`config.mk`:
```
export PLATFORM = sky130hd
export DESIGN_NAME = ram_arbiter_flat
export DESIGN_NICKNAME = d
export VERILOG_FILES = /design/src/rtl/ram_arbiter_pkg.sv /design/src/rtl/ram_arbiter_if.sv /design/src/rtl/ram_arbiter_pick.sv /design/src/rtl/ram_arbiter.sv /design/src/flat_wrapper.sv
export SDC_FILE = /design/constraint.sdc
export NUM_CORES = 1
export LEC_CHECK = 0
export ABC_AREA = 1
export CAP_MARGIN = 25
export CORE_AREA = 2 2 83 85
export CTS_BUF_LIST = sky130_fd_sc_hd__clkbuf_4 sky130_fd_sc_hd__clkbuf_8 sky130_fd_sc_hd__clkbuf_16
export CTS_CLUSTER_DIAMETER = 150
export DETAILED_ROUTE_END_ITERATION = 8
export DIE_AREA = 0 0 85 87
export PLACE_DENSITY_LB_ADDON = 0.12
export SETUP_SLACK_MARGIN = 0.15
export SLEW_MARGIN = 5
export SYNTH_ARGS = -nofsm -noshare
export SYNTH_HDL_FRONTEND = slang
export SYNTH_SLANG_ARGS = --single-unit
```
`constraint.sdc`:
```
create_clock -name clk -period 2.1 [get_ports clk]
set_input_delay 0.42 -clock clk [delete_from_list [all_inputs] [get_ports clk]]
set_output_delay 0.42 -clock clk [all_outputs]
set_load 0.05 [all_outputs]
```
`src/rtl/ram_arbiter_pkg.sv`:
```
// Shared types and defaults for the program/sprite RAM arbiter.
package chip8_mem_pkg;

    localparam int ADDR_WIDTH = 12;
    localparam int DATA_WIDTH = 8;

    typedef enum logic [1:0] {
        REQ_NONE,
        REQ_LD,
        REQ_CPU,
        REQ_BLT
    } req_id_t;

    typedef enum logic [1:0] {
        IDLE,
        ACCESS,
        RESP
    } state_t;

endpackage

```
`src/rtl/ram_arbiter_if.sv`:
```
// One requester port: req/ack handshake, access fields and optional lock.
interface ram_arbiter_if #(
    parameter int AW = chip8_mem_pkg::ADDR_WIDTH,
    parameter int DW = chip8_mem_pkg::DATA_WIDTH
);
    logic          req;
    logic          wr;
    logic [AW-1:0] addr;
    logic [DW-1:0] wdata;
    logic          lock;
    logic          ack;
    logic [DW-1:0] rdata;

    modport master (
        output req, wr, addr, wdata, lock,
        input  ack, rdata
    );

    modport slave (
        input  req, wr, addr, wdata, lock,
        output ack, rdata
    );
endinterface

```
`src/rtl/ram_arbiter_pick.sv`:
```
// Combinational winner select: lock owner first, then ld, then
// round-robin between cpu and blt. Ports acked this cycle are ignored.
module mem_arb_pick
    import chip8_mem_pkg::*;
(
    input  logic       ld_req,
    input  logic       cpu_req,
    input  logic       blt_req,
    input  logic       cpu_lock,
    input  logic       blt_lock,
    input  req_id_t    lock_owner,
    input  req_id_t    last_served,
    input  logic [2:0] acked,
    output req_id_t    winner,
    output logic       locked
);
    logic ld_ok;
    logic cpu_ok;
    logic blt_ok;

    always_comb begin
        ld_ok  = ld_req  & ~acked[0];
        cpu_ok = cpu_req & ~acked[1];
        blt_ok = blt_req & ~acked[2];
        locked = ((lock_owner == REQ_CPU) && cpu_lock)
              || ((lock_owner == REQ_BLT) && blt_lock);
        winner = REQ_NONE;
        if (locked) begin
            if (lock_owner == REQ_CPU && cpu_ok)
                winner = REQ_CPU;
            else if (lock_owner == REQ_BLT && blt_ok)
                winner = REQ_BLT;
        end else if (ld_ok) begin
            winner = REQ_LD;
        end else if (cpu_ok && blt_ok) begin
            // the pair member not served last goes next
            if (last_served == REQ_CPU)
                winner = REQ_BLT;
            else
                winner = REQ_CPU;
        end else if (cpu_ok) begin
            winner = REQ_CPU;
        end else if (blt_ok) begin
            winner = REQ_BLT;
        end
    end
endmodule

```
`src/rtl/ram_arbiter.sv`:
```
// Serialises ld/cpu/blt accesses onto a single-port synchronous RAM,
// one access per IDLE -> ACCESS -> RESP round.
module ram_arbiter #(
    parameter int ADDR_WIDTH = chip8_mem_pkg::ADDR_WIDTH,
    parameter int DATA_WIDTH = chip8_mem_pkg::DATA_WIDTH
) (
    input  logic                  clk,
    input  logic                  res,
    ram_arbiter_if.slave          ld,
    ram_arbiter_if.slave          cpu,
    ram_arbiter_if.slave          blt,
    output logic                  ram_en,
    output logic                  ram_wr,
    output logic [ADDR_WIDTH-1:0] ram_addr,
    output logic [DATA_WIDTH-1:0] ram_in,
    input  logic [DATA_WIDTH-1:0] ram_out,
    output logic                  busy
);
    import chip8_mem_pkg::*;

    state_t                state;
    req_id_t               owner;
    req_id_t               lock_owner;
    req_id_t               last_served;
    req_id_t               winner;
    logic                  locked;
    logic                  owner_lock;
    logic                  sel_wr;
    logic [ADDR_WIDTH-1:0] sel_addr;
    logic [DATA_WIDTH-1:0] sel_wdata;

    mem_arb_pick u_pick (
        .ld_req      (ld.req),
        .cpu_req     (cpu.req),
        .blt_req     (blt.req),
        .cpu_lock    (cpu.lock),
        .blt_lock    (blt.lock),
        .lock_owner  (lock_owner),
        .last_served (last_served),
        .acked       ({blt.ack, cpu.ack, ld.ack}),
        .winner      (winner),
        .locked      (locked)
    );

    always_comb begin
        sel_wr    = 1'b0;
        sel_addr  = '0;
        sel_wdata = '0;
        unique case (winner)
            REQ_LD: begin
                sel_wr    = ld.wr;
                sel_addr  = ld.addr;
                sel_wdata = ld.wdata;
            end
            REQ_CPU: begin
                sel_wr    = cpu.wr;
                sel_addr  = cpu.addr;
                sel_wdata = cpu.wdata;
            end
            REQ_BLT: begin
                sel_wr    = blt.wr;
                sel_addr  = blt.addr;
                sel_wdata = blt.wdata;
            end
            default: ;
        endcase
        owner_lock = ((owner == REQ_CPU) && cpu.lock)
                  || ((owner == REQ_BLT) && blt.lock);
    end

    always_ff @(posedge clk) begin
        if (res) begin
            state       <= IDLE;
            owner       <= REQ_NONE;
            lock_owner  <= REQ_NONE;
            last_served <= REQ_BLT;
            ram_en      <= 1'b0;
            ram_wr      <= 1'b0;
            ram_addr    <= '0;
            ram_in      <= '0;
            busy        <= 1'b0;
            ld.ack      <= 1'b0;
            cpu.ack     <= 1'b0;
            blt.ack     <= 1'b0;
            ld.rdata    <= '0;
            cpu.rdata   <= '0;
            blt.rdata   <= '0;
        end else begin
            ld.ack  <= 1'b0;
            cpu.ack <= 1'b0;
            blt.ack <= 1'b0;
            unique case (state)
                IDLE: begin
                    if (!locked)
                        lock_owner <= REQ_NONE;
                    ram_en <= (winner != REQ_NONE);
                    ram_wr <= (winner != REQ_NONE) && sel_wr;
                    if (winner != REQ_NONE) begin
                        ram_addr <= sel_addr;
                        ram_in   <= sel_wdata;
                        owner    <= winner;
                        busy     <= 1'b1;
                        state    <= ACCESS;
                    end
                end
                ACCESS: begin
                    ram_en <= 1'b0;
                    ram_wr <= 1'b0;
                    state  <= RESP;
                end
                RESP: begin
                    unique case (owner)
                        REQ_LD: begin
                            ld.rdata <= ram_out;
                            ld.ack   <= 1'b1;
                        end
                        REQ_CPU: begin
                            cpu.rdata <= ram_out;
                            cpu.ack   <= 1'b1;
                        end
                        REQ_BLT: begin
                            blt.rdata <= ram_out;
                            blt.ack   <= 1'b1;
                        end
                        default: ;
                    endcase
                    if (owner == REQ_CPU || owner == REQ_BLT)
                        last_served <= owner;
                    if (owner_lock)
                        lock_owner <= owner;
                    busy  <= 1'b0;
                    state <= IDLE;
                end
                default: state <= IDLE;
            endcase
        end
    end
endmodule

```
`src/flat_wrapper.sv`:
```
// flat-port wrapper written by rule: the top's interface ports become plain ports
module ram_arbiter_flat import chip8_mem_pkg::*;
#(
    parameter int ADDR_WIDTH = chip8_mem_pkg::ADDR_WIDTH,
    parameter int DATA_WIDTH = chip8_mem_pkg::DATA_WIDTH
)
  (clk, res, ram_en, ram_wr, ram_addr, ram_in, ram_out, busy, ld_req, ld_wr, ld_addr, ld_wdata, ld_lock, ld_ack, ld_rdata, cpu_req, cpu_wr, cpu_addr, cpu_wdata, cpu_lock, cpu_ack, cpu_rdata, blt_req, blt_wr, blt_addr, blt_wdata, blt_lock, blt_ack, blt_rdata);
  ram_arbiter_if ld_i ();
  ram_arbiter_if cpu_i ();
  ram_arbiter_if blt_i ();
  input  logic clk;
  input  logic res;
  output logic ram_en;
  output logic ram_wr;
  output logic [ADDR_WIDTH-1:0] ram_addr;
  output logic [DATA_WIDTH-1:0] ram_in;
  input  logic [DATA_WIDTH-1:0] ram_out;
  output logic busy;
  input wire logic [$bits(ld_i.req)-1:0] ld_req;
  input wire logic [$bits(ld_i.wr)-1:0] ld_wr;
  input wire logic [$bits(ld_i.addr)-1:0] ld_addr;
  input wire logic [$bits(ld_i.wdata)-1:0] ld_wdata;
  input wire logic [$bits(ld_i.lock)-1:0] ld_lock;
  output wire logic [$bits(ld_i.ack)-1:0] ld_ack;
  output wire logic [$bits(ld_i.rdata)-1:0] ld_rdata;
  input wire logic [$bits(cpu_i.req)-1:0] cpu_req;
  input wire logic [$bits(cpu_i.wr)-1:0] cpu_wr;
  input wire logic [$bits(cpu_i.addr)-1:0] cpu_addr;
  input wire logic [$bits(cpu_i.wdata)-1:0] cpu_wdata;
  input wire logic [$bits(cpu_i.lock)-1:0] cpu_lock;
  output wire logic [$bits(cpu_i.ack)-1:0] cpu_ack;
  output wire logic [$bits(cpu_i.rdata)-1:0] cpu_rdata;
  input wire logic [$bits(blt_i.req)-1:0] blt_req;
  input wire logic [$bits(blt_i.wr)-1:0] blt_wr;
  input wire logic [$bits(blt_i.addr)-1:0] blt_addr;
  input wire logic [$bits(blt_i.wdata)-1:0] blt_wdata;
  input wire logic [$bits(blt_i.lock)-1:0] blt_lock;
  output wire logic [$bits(blt_i.ack)-1:0] blt_ack;
  output wire logic [$bits(blt_i.rdata)-1:0] blt_rdata;
  assign ld_i.req = ld_req;
  assign ld_i.wr = ld_wr;
  assign ld_i.addr = ld_addr;
  assign ld_i.wdata = ld_wdata;
  assign ld_i.lock = ld_lock;
  assign ld_ack = ld_i.ack;
  assign ld_rdata = ld_i.rdata;
  assign cpu_i.req = cpu_req;
  assign cpu_i.wr = cpu_wr;
  assign cpu_i.addr = cpu_addr;
  assign cpu_i.wdata = cpu_wdata;
  assign cpu_i.lock = cpu_lock;
  assign cpu_ack = cpu_i.ack;
  assign cpu_rdata = cpu_i.rdata;
  assign blt_i.req = blt_req;
  assign blt_i.wr = blt_wr;
  assign blt_i.addr = blt_addr;
  assign blt_i.wdata = blt_wdata;
  assign blt_i.lock = blt_lock;
  assign blt_ack = blt_i.ack;
  assign blt_rdata = blt_i.rdata;
  ram_arbiter #(.ADDR_WIDTH(ADDR_WIDTH), .DATA_WIDTH(DATA_WIDTH)) u_core (.clk(clk), .res(res), .ld(ld_i), .cpu(cpu_i), .blt(blt_i), .ram_en(ram_en), .ram_wr(ram_wr), .ram_addr(ram_addr), .ram_in(ram_in), .ram_out(ram_out), .busy(busy));
endmodule
```
==> results of run 1 <==
-- final cells by class --
cell class / count / area, um^2
clock buffer: 12 / 159
clock inverter: 4 / 73.8
fill: 558 / 2080
inverter: 41 / 154
multi-input combinational: 304 / 1370
sequential: 58 / 1160
tap: 80 / 100
timing repair buffer: 142 / 1470
-- sequential cells by signal, summed over array words and instances (netlist names) --
name and cells:
u_core.blt.ack 1, u_core.blt.rdata 8, u_core.busy 1, u_core.cpu.ack 1, u_core.cpu.rdata 8, u_core.last_served 2, u_core.ld.ack 1, u_core.ld.rdata 8
u_core.lock_owner 2, u_core.owner 2, u_core.ram_addr 12, u_core.ram_en 1, u_core.ram_in 8, u_core.ram_wr 1, u_core.state 2
-- layer usage --
metal	track usage	wire length, um	vias to the layer above
li1	-	-	1620
met1	0.277	3580	1355
met2	0.393	4050	97
met3	0.0739	620	5
met4	0.0534	53	0
met5	0	0	-
-- synth_stat cells, types with 2 or more instances --
library cell,instances
a21oi_1,4
a22o_1,8
buf_2,9
buf_4,5
buf_6,2
clkbuf_1,7
dfxtp_1,58
inv_1,38
inv_2,2
nand2_1,92
nand2_2,2
nand2_4,2
nand3_1,88
nor2_1,81
nor2_2,3
o21ai_0,17
-- cells by family (layout without fill, tap and decap cells) --
kind of cell	count (synthesis)	in the layout	share of synthesized area
DFF	58	58	0.412
AOI/OAI and AO/OA	31	31	0.0666
and+or+nand+nor	273	273	0.418
buffers and inverters	65	199	0.103
-- placed cells by master (no fill, tap or decap), drive strengths merged --
| cell type | synthesis | routed |
|---|---|---|
| nand4 | 1 | 1 |
| dfxtp | 58 | 58 |
| a21oi | 4 | 4 |
| dlymetal6s2s | 0 | 19 |
| nand3b | 1 | 1 |
| nor2 | 84 | 84 |
| or3 | 1 | 1 |
| clkbuf | 7 | 12 |
| clkdlybuf4s50 | 0 | 107 |
| clkinv | 1 | 3 |
| buf | 17 | 15 |
| o21ai | 18 | 18 |
| bufinv | 0 | 2 |
| inv | 40 | 40 |
| nand3 | 88 | 88 |
| dlygate4sd2 | 0 | 1 |
| a211oi | 1 | 1 |
| nand2 | 96 | 96 |
| nor3 | 2 | 2 |
| a22o | 8 | 8 |
-- stage by stage --
stage | instances | area, um^2 | util | total power, mW
6_report | 641 | 4490 | 0.683 | 3.62
5_1_grt | 641 | 4490 | 0.683 | 3.82
4_1_cts | 641 | 4430 | 0.675 | 3.66
3_5_place_dp | 625 | 4200 | 0.640 | 2.46
3_3_place_gp | 625 | 4200 | 0.640 | 2.44
2_1_floorplan | 427 | 2820 | - | 2.03
-- how the worst min path moves through the flow --
| stage | cells after the start | from | end |
|---|---|---|---|
| after floorplan | 1 | u_core.last_served[1] | u_core.last_served[1] |
| after global placement | 1 | u_core.last_served[1] | u_core.last_served[1] |
| after detailed placement | 1 | u_core.last_served[1] | u_core.last_served[1] |
| after CTS | 1 | u_core.last_served[1] | u_core.last_served[1] |
| after global routing | 1 | u_core.last_served[1] | u_core.last_served[1] |
| final | 1 | u_core.last_served[1] | u_core.last_served[1] |
-- power breakdown --
group	switching, mW	total, mW	internal [mW]
clock network	0.446	1.19	0.747
registers	0.0495	1.25	1.20
logic	0.714	1.18	0.470
total	1.21	3.62	2.41
-- timing repair --
item,in CTS,in global routing
hold endpoints to repair,0,0
resized for setup,1,20
setup endpoints to repair,1,20
hold buffers,0,0
==> results.yml, run 1 <==
status:
  status: "completed"
floorplanning:
  io_pins: 129
  die_w_um: 85
  initial_core_util: 0.429
  num_rows: 30
  die-area_um2: 7400
  core_um2: 6570
  die_h_um: 87
finish:
  area.growth.synth_to_final_pct: 59.3
  drive_gt1_frac: 0.0731
  diodes: 0
  final_net_count: 635
worst_setup_path:
  critical-path-max-stage-delay_ns: 0.82
  endpoint: "cpu_rdata[0]"
  crit_fanout: 2
  arrival_ns: 1.48
  crit_buf_inv: 1
  path_depth: 1
  reg2reg_slack_ns: 0.40
  worstSetupEndpointType: "output pin"
  worstReg2RegEnd: "u_core.lock_owner[1]"
  crit_chain: "clkdlybuf4s50_1"
  cp_top_family: "buffers and inverters"
  reg2reg_depth: 7
  crit_type: "reg -> out"
  critPathRequiredTime_ns: 1.68
  slowest_stage: "clkdlybuf4s50_1"
  startpoint: "u_core.cpu.rdata[0]"
  start_kind: "flop"
  worstReg2RegStart: "u_core.state[1]"
global_route:
  grt-ovfl-total: 0
  antenna_found_initial: 0
  grt_first_pass_wirelength_mm: 13.5
  grt_pass1_vias: 2868
  grt_max_degree: 43
  grt_util_all_layers: 0.228
yosys:
  seq_area_frac_synth: 0.412
  yosysTopAreaCellShare: 0.412
  yosysTopAreaCell: "dfxtp_1"
  yosysWarnings: 0
  synth.ff_latch_count: 58
  synth_edf_count: 0
  syn_nets: 506
  synth.distinct_cells: 25
  yosys-top-cells-area: "dfxtp_1, nand3_1, nand2_1"
  async_reset_ff_frac: 0
  synth_cells: 427
  synth_top_flop_cell: "dfxtp_1"
  avgSynthCellArea_um2: 6.60
  synth_area_um2: 2820
timing:
  finalHoldViolCount: 0
  setup_ws_ns: 0.200
  worst_hold_slack_ns: 0.473
  fin_crit_sh: 0.905
  setup_violations: 0
  setup-tns-final_ns: 0
  drv_slew: 0
  grt_setup_unrepaired: "false"
  relSlewSlack: 0.648
  worst_slew_pin_slew_ns: 0.528
  finClkSkew_ns: 0.0110
  fmax_mhz: 526
  period_needed_ns: 1.90
clock_network:
  post_cts_buffers: 0
  clk_latency_ns: 0.33
  htree_levels: 3
  cts_sinks: 58
  max-clock-path-buffers: 2
  root_buffer: "clkbuf_8"
  cts.clk_slew.worst_paths_ns: 0.07
  cts_made_buffers: 9
  cts_tree: "done"
routing:
  wl_mm: 8.30
  first_iter_violations: 129
  wl_per_cell_um: 13.0
  drc_errors: 0
  drtAntennaViolNets: 0
  vias: 3077
  dr.pass1.iters: 4
  vias_per_cell: 4.80
power_and_ir_drop:
  power_leakage_nw: 2.33
  p_per_area_nw_per_um2: 808
  ir_drop_v: 0.000504
place:
  gp_congestion: 0.762
  portBuffers: 127
  dpl.hpwl_mm: 5.83
  dp_slack_ns: 0.0245
worst_hold_path:
  worstHoldPathType: "reg -> reg"
flow_run:
  max_cap_viol_count: 0
No activity file was read; power rests on OpenSTA's default activity.
==> run 2: changes to the inputs <==
Settings changed: CTS_CLUSTER_DIAMETER 150 to not set.
==> results of run 2 <==
Same layout as run 1: the final DEF is identical, and so are final timing and power.
